$ cat config.mk
export PLATFORM = sky130hd
export DESIGN_NAME = sap3_ext_mem_arbiter
export DESIGN_NICKNAME = d
export VERILOG_FILES = /design/src/rtl/sap3_ext_mem_arbiter.sv
export SDC_FILE = /design/constraint.sdc
export NUM_CORES = 1
export LEC_CHECK = 0
export BUFFER_PORTS_ARGS = -buffer_cell sky130_fd_sc_hd__buf_2
export CELL_PAD_IN_SITES_DETAIL_PLACEMENT = 1
export CELL_PAD_IN_SITES_GLOBAL_PLACEMENT = 1
export CORE_ASPECT_RATIO = 0.75
export CORE_MARGIN = 1
export CORE_UTILIZATION = 34
export CTS_CLUSTER_DIAMETER = 60
export CTS_CLUSTER_SIZE = 12
export DETAILED_ROUTE_END_ITERATION = 8
export HOLD_SLACK_MARGIN = 0.12
export PLACE_DENSITY = 0.8
export SLEW_MARGIN = 15
export SYNTH_ARGS = -nofsm -noshare
export SYNTH_HDL_FRONTEND = slang
export SYNTH_SLANG_ARGS = --single-unit
$ cat constraint.sdc
create_clock -name clk -period 1.8 [get_ports clk]
set_input_delay 0.18 -clock clk [delete_from_list [all_inputs] [get_ports clk]]
set_output_delay 0.18 -clock clk [all_outputs]
set_load 0.01 [all_outputs]
$ cat src/rtl/sap3_ext_mem_arbiter.sv
// Round-robin arbiter sharing the SAP-3 external memory pads between the CPU (A)
// and the loader (B); each transaction runs ADDR_LO, optional ADDR_HI, DATA, ACK.
module sap3_ext_mem_arbiter #(
  parameter int unsigned WAIT_CYCLES = 1,
  parameter bit          HI_SKIP     = 1'b1
) (
  input  logic        clk,
  input  logic        rst_n,
  input  logic        a_req,
  input  logic        a_we,
  input  logic [15:0] a_addr,
  input  logic [7:0]  a_wdata,
  output logic        a_ack,
  output logic [7:0]  a_rdata,
  input  logic        b_req,
  input  logic        b_we,
  input  logic [15:0] b_addr,
  input  logic [7:0]  b_wdata,
  output logic        b_ack,
  output logic [7:0]  b_rdata,
  output logic [7:0]  pad_out,
  output logic        pad_oe,
  input  logic [7:0]  pad_in,
  output logic        pad_ale_lo,
  output logic        pad_ale_hi,
  output logic        pad_we,
  output logic        pad_re,
  output logic        busy,
  output logic        grant_b
);

  typedef enum logic [2:0] {
    S_IDLE,
    S_ADDR_LO,
    S_ADDR_HI,
    S_DATA,
    S_ACK
  } state_t;

  state_t      state_q, state_d;
  logic        last_b_q;
  logic        we_q;
  logic [15:0] addr_q;
  logic [7:0]  wdata_q;
  logic [3:0]  cnt_q;
  logic [7:0]  cache_q;
  logic        cache_vld_q;

  logic        grant, to_b, skip;
  logic        eff_b, eff_we;
  logic [15:0] eff_addr;
  logic [7:0]  eff_wdata;
  logic [7:0]  pad_out_d;
  logic        pad_oe_d, ale_lo_d, ale_hi_d, pad_we_d, pad_re_d, a_ack_d, b_ack_d;

  always_comb begin
    state_d = state_q;
    grant   = 1'b0;
    to_b    = 1'b0;
    skip    = HI_SKIP && cache_vld_q && (addr_q[15:8] == cache_q);
    unique case (state_q)
      S_IDLE: begin
        if (a_req || b_req) begin
          grant   = 1'b1;
          to_b    = b_req && !(a_req && last_b_q);
          state_d = S_ADDR_LO;
        end
      end
      S_ADDR_LO: state_d = skip ? S_DATA : S_ADDR_HI;
      S_ADDR_HI: state_d = S_DATA;
      S_DATA:    if (cnt_q == 4'(WAIT_CYCLES)) state_d = S_ACK;
      S_ACK:     state_d = S_IDLE;
      default:   state_d = S_IDLE;
    endcase

    // Outputs are registered, so decode from the next state; on the grant edge the
    // transaction fields come straight from the winning port.
    eff_b     = grant ? to_b : grant_b;
    eff_we    = grant ? (to_b ? b_we : a_we) : we_q;
    eff_addr  = grant ? (to_b ? b_addr : a_addr) : addr_q;
    eff_wdata = grant ? (to_b ? b_wdata : a_wdata) : wdata_q;

    pad_out_d = '0;
    pad_oe_d  = 1'b0;
    ale_lo_d  = 1'b0;
    ale_hi_d  = 1'b0;
    pad_we_d  = 1'b0;
    pad_re_d  = 1'b0;
    a_ack_d   = 1'b0;
    b_ack_d   = 1'b0;
    unique case (state_d)
      S_ADDR_LO: begin
        pad_out_d = eff_addr[7:0];
        pad_oe_d  = 1'b1;
        ale_lo_d  = 1'b1;
      end
      S_ADDR_HI: begin
        pad_out_d = eff_addr[15:8];
        pad_oe_d  = 1'b1;
        ale_hi_d  = 1'b1;
      end
      S_DATA: begin
        if (eff_we) begin
          pad_out_d = eff_wdata;
          pad_oe_d  = 1'b1;
          pad_we_d  = 1'b1;
        end else begin
          pad_re_d  = 1'b1;
        end
      end
      S_ACK: begin
        a_ack_d = !eff_b;
        b_ack_d = eff_b;
        if (eff_we) begin
          pad_out_d = eff_wdata;
          pad_oe_d  = 1'b1;
        end
      end
      default: ;
    endcase
  end

  always_ff @(posedge clk or negedge rst_n) begin
    if (!rst_n) begin
      state_q     <= S_IDLE;
      last_b_q    <= 1'b1;
      grant_b     <= 1'b0;
      we_q        <= 1'b0;
      addr_q      <= '0;
      wdata_q     <= '0;
      cnt_q       <= '0;
      cache_q     <= '0;
      cache_vld_q <= 1'b0;
      a_rdata     <= '0;
      b_rdata     <= '0;
      pad_out     <= '0;
      pad_oe      <= 1'b0;
      pad_ale_lo  <= 1'b0;
      pad_ale_hi  <= 1'b0;
      pad_we      <= 1'b0;
      pad_re      <= 1'b0;
      a_ack       <= 1'b0;
      b_ack       <= 1'b0;
      busy        <= 1'b0;
    end else begin
      state_q <= state_d;
      if (grant) begin
        grant_b  <= to_b;
        last_b_q <= to_b;
        we_q     <= eff_we;
        addr_q   <= eff_addr;
        wdata_q  <= eff_wdata;
      end
      cnt_q <= (state_q == S_DATA && state_d == S_DATA) ? cnt_q + 4'd1 : '0;
      if (state_d == S_ADDR_HI) begin
        cache_q     <= addr_q[15:8];
        cache_vld_q <= 1'b1;
      end
      if (state_q == S_DATA && state_d == S_ACK && !we_q) begin
        if (grant_b) b_rdata <= pad_in;
        else         a_rdata <= pad_in;
      end
      pad_out    <= pad_out_d;
      pad_oe     <= pad_oe_d;
      pad_ale_lo <= ale_lo_d;
      pad_ale_hi <= ale_hi_d;
      pad_we     <= pad_we_d;
      pad_re     <= pad_re_d;
      a_ack      <= a_ack_d;
      b_ack      <= b_ack_d;
      busy       <= (state_d != S_IDLE);
    end
  end

endmodule

Word-level counts from Yosys, hierarchy flattened:

Cells that the tools add are included.

* register bits: 75
* input port bits: 62
* output and inout bits: 33

* add/sub/neg operators: 1
* multiplexer cells: 27
* reductions and logical operators: 16
* bitwise operators: 1
* equality and inequality tests: 9

Operator list (count)
* two-way mux 16 bit: 2
* two-way mux 8 bit: 3
* one-hot mux 8 bit (3 select lines): 1
* two-way mux 1 bit: 16
* == test 3 x 2 -> 1 bit, second input constant: 4
* one-hot mux 3 bit (4 select lines): 1
* == test 8 bit: 1
* == test 3 x 1 -> 1 bit, second input constant: 2
* logical AND 1 bit: 6
* two-way mux 3 bit: 2
* adder 4 x 1 -> 4 bit, second input constant: 1
* == test 4 x 1 -> 1 bit, second input constant: 1
* two-way mux 4 bit: 1
* AND reduction 2 bit: 2
* OR reduction 2 bit: 2
* == test 3 bit, second input constant: 1
* zero test 1 bit: 3
* zero test 3 bit: 1
* nonzero test 3 bit: 1
* one-hot mux 1 bit (2 select lines): 1
* logical OR 1 bit: 1
* NOT 1 bit: 1

Logic depth before layout (Yosys ltp):

* depth in word-level cells: 9
* depth in mapped cells: 7
* gate-level depth less buffers: 7

Least setup slack after synthesis:

No wires, ideal clock.

* kind: reg2reg
* start: reg state_q[2]
* end: reg cache_q[3]
* setup time: 127 ps
* cell stages (with the launch flop): 6
* period minus slack after synthesis: 1839 ps
* arrival time: 1712 ps
* path buffers: 2
* slack: -39 ps
* cells stage by stage: dfrtp_1 -> or3b_1 -> buf_6 -> a31oi_1 -> buf_4 -> mux2_1

* word-level cells in the longest chain between the ends: 3
* elaborated cells on any way between the ends: 8

RTL lines
* start, declared: RTL line 40 `state_t state_q, state_d;`
* start signal, assigned: RTL line 146 `state_q <= state_d;`
* == test 3 x 2 -> 1 bit (tied with other cells): RTL line 61 `unique case (state_q)`
* one-hot mux 3 bit (4 select lines) (*): RTL line 61
* == test 3 x 2 -> 1 bit (*): RTL line 155 `if (state_d == S_ADDR_HI) begin`
* end signal, assigned: RTL line 156 `cache_q <= addr_q[15:8];`
* end, declared: RTL line 46 `logic [7:0] cache_q;`

Mark *: on every way between the ends. The rest lies on a longest branch, timed or not.
A chain may end at the register's enable or synchronous reset.

Worst setup path after layout:

* start: reg addr_q[14]
* end: reg pad_out[6]

* word-level cells in the longest chain between the ends: 7
* elaborated cells on any way between the ends: 11

RTL lines
* start, declared: RTL line 43 `logic [15:0] addr_q;`
* start signal, assigned: RTL line 151 `addr_q <= eff_addr;`
* == test 8 bit: RTL line 60 `skip = HI_SKIP && cache_vld_q && (addr_q[15:8] == cache_q);`
* logical AND 1 bit: RTL line 60
* two-way mux 1 bit: RTL line 69 `S_ADDR_LO: state_d = skip ? S_DATA : S_ADDR_HI;`
* one-hot mux 3 bit (4 select lines): RTL line 61
* == test 3 x 2 -> 1 bit or == test 3 bit (tied branches): RTL line 91 `unique case (state_d)`
* OR reduction 2 bit (no line)
* one-hot mux 8 bit (3 select lines) (*): RTL line 91
* via pad_out_d[6]: RTL line 53 `logic [7:0] pad_out_d;`
* end signal, assigned: RTL line 163 `pad_out <= pad_out_d;`
* end, declared: RTL line 21 `output logic [7:0] pad_out,`

Mark *: on every way through the listed nets, which the timed path passes. The rest lies on a longest branch.

==> flow_metrics.tcl <==
set metrics [dict create \
    status "finished, violations left" \
    violations "negative setup slack" \
    grt_use_total_pct 20.25 \
    slew_headroom_pct 75.51 \
    grt_pass1_vias 2745 \
    detail-route-antenna-nets 0 \
    numCtsBuffers 9 \
    dp.cells 482 \
    wl_per_cell_um 17.19 \
    yosys_warnings 0 \
    cp_slowest_cell "dfrtp_1" \
    grt_first_pass_wirelength_um 13370 \
    clock_skew_ns 0.006623 \
    core_mm2 0.008128 \
    cp.arrival_ns 2.02 \
    p_per_area_mw_per_mm2 1720 \
    cts_tree "yes" \
    register_area_mm2 0.001678 \
    fmax_mhz 551.2 \
    dp_hpwl_um 6008 \
    drc 0 \
    cts-root-buf "clkbuf_16" \
    rows 28 \
    antenna_found_initial 0 \
    netlist_area_mm2 0.002928 \
    min_path_type "in -> reg" \
    clk_latency_ns 0.33 \
    layoutNonFillerInstCount 537 \
    critPathLaunchType "flop" \
    nFillCells 897 \
    cap_violations 0 \
    htreeDepth 3 \
    syn_avg_cell_area_um2 11.09 \
    clk_pin_slew_ns 0.06 \
    hold_viol_final 0 \
    p_leak_nw 2.230 \
    crit_buf_inv 1 \
    area_growth_pct 58.08 \
    path_delay_family "compound AO/OA/AOI/OAI gates" \
    cts.sinks 67 \
    rsz0062_at_grt "true" \
    critPathMaxFanout 6 \
    dieArea_mm2 0.008990 \
    layout.nets 491 \
    synthDistinctLibCells 38 \
    synth_fp_nets 328 \
    grt_max_degree 68 \
    initial_utilization_pct 36.02 \
    vias 2619 \
    routed_via_density 4.877 \
    endpoint_kind "flop" \
    drt_iter0_markers 65 \
    ir_drop_v 0.0007202 \
    setup_ws_ns -0.01406 \
    async_flop_share_pct 100.0 \
    setup_viol 4 \
    fp.dieH_um 82.37 \
    die_w_um 109.2 \
    gp_congestion 0.7826 \
    fin_crit_ns 1.814 \
    grt_overflow 0 \
    crit_path_cell_trace "xor2_2 > nor4_4 > a31oi_4 > buf_6 > a221o_1" \
    worstPathRequired_ns 2.01 \
    min_period_over_period_pct 100.8 \
    multi_input_area_mm2 0.001324 \
    path_class "reg -> reg" \
    yosysSeqAreaShare_pct 57.31 \
    portBuffers 94 \
    final_layout_size_suffix_gt1_share_pct 48.15 \
    dpl_cell_area_mm2 0.003789 \
    slew_violations 0 \
    crit_path_max_incr_delay_ns 0.42 \
    totalWireLength_um 9231 \
    worst_pin_slew_ns 0.3660 \
    io_pins 95 \
    synth_flop_cell "dfrtp_1" \
    n_antenna_cell 0 \
    synth_seq_cells 67 \
    post-route-cell-area_mm2 0.004628 \
    synth_edf_count 0 \
    clock_path_buffers 2 \
    drt-pass1-iter-count 4 \
    synthCells 264 \
]
logic make-up (layout without fill, tap and decap cells):
logic type,after synthesis,in the layout,share of synthesized area (%)
buf+inv,17,185,2.863
simple gates,95,95,15.51
flops,67,67,57.31
mux,24,24,9.231
fa+ha+maj,2,2,0.8546
xor+xnor,10,10,2.992
compound gates,49,49,11.24
worst paths after layout:
check | start | to | slack [ns] | depth (start not counted)
min | b_addr[15] | addr_q[15] | 0.12 | 3
min reg2reg | last_b_q | last_b_q | 0.46 | 2
max | addr_q[14] | pad_out[6] | -0.01 | 5
max in group asynchronous | rst_n | last_b_q | 1.07 | 3
min in group asynchronous | rst_n | pad_ale_lo | 0.41 | 3
max reg2reg | addr_q[14] | pad_out[6] | -0.01 | 5
routing by layer:
metal	vias to the layer above	GRT usage, %	part of all wire [%]
li1	1233	-	-
met1	1290	23.45	42
met2	82	36.23	51
met3	14	7.143	6.3
met4	0	4.459	1.1
met5	-	0	0
layout make-up:
type	count	share of cell area (%)
Multi-Input combinational cell	180	28.60
Tap cell	105	2.839
Sequential cell	67	36.25
Clock buffer	9	4.866
Timing Repair Buffer	165	25.98
Clock inverter	7	1.135
Inverter	4	0.3244
tightest hold or removal path: stages:
cell	delay [ns]
buf_2	0.10
nand2_1	0.06
a31oi_1	0.08
power breakdown:
part	internal (W)	switching (W)
registers	0.00221	0.000423
logic	0.00188	0.00182
clock network	0.000938	0.000700
cell usage in the layout, fill, tap and decap left out, types with 2 or more instances in the layout:
master	count
buf_4	32
dfrtp_1	66
nor2_4	2
a31oi_1	9
buf_12	8
a21oi_1	17
nand3_1	2
nor2_1	25
a21oi_2	8
nand2_1	48
a221o_1	8
inv_1	4
buf_2	94
nand2b_1	2
buf_6	5
mux2_4	10
nor3_4	3
xor2_2	2
mux2_2	14
inv_6	2
clkinvlp_4	4
dlygate4sd3_1	25
clkbuf_16	10
xor2_1	5
xnor2_1	3
sequential cells by signal, indices dropped and copies added, names as in the netlist, 3 cells and up:
register / cells
cnt_q: 4
cache_q: 8
b_rdata: 8
addr_q: 8
wdata_q: 8
a_rdata: 8
pad_out: 8
state_q: 3
metrics by stage:
stage	power (W)	worst slack (ns)	utilization (%)	setup TNS (ns)	hold slack (ns)
detailed placement	0.005604	-0.07911	46.61	-0.6119	0.2285
finish	0.007962	-0.01406	56.94	-0.03193	0.1233
CTS	0.007423	-0.03477	53.51	-0.1331	0.1202
floorplan	0.004299	0.03440	-	0	-0.1156
global placement	0.005447	0.001533	46.61	0	0.2251
global route	0.008441	-0.05899	56.94	-0.4639	0.1301
cell usage after synthesis (all sizes together) (2+ instances only):
master	n	area, µm²
a21oi	25	125.1
a221o	8	80.08
a31oi	10	62.56
buf	9	53.80
clkbuf	4	15.01
dfrtp	66	1652
ha	2	25.02
inv	4	15.01
mux2	24	270.3
nand2	50	187.7
nand2b	2	12.51
nand3	2	10.01
nor2	27	101.4
nor3	3	42.54
xnor2	3	26.28
xor2	7	61.31
repair_timing:
action	CTS	global route
pin swaps	1	10
hold endpoints to repair	95	0
resized for setup	4	38
gates cloned	0	1
endpoints found under the setup margin	16	29
hold buffers	25	0
buffers inserted	1	12
(Power assumes the default switching activity.)
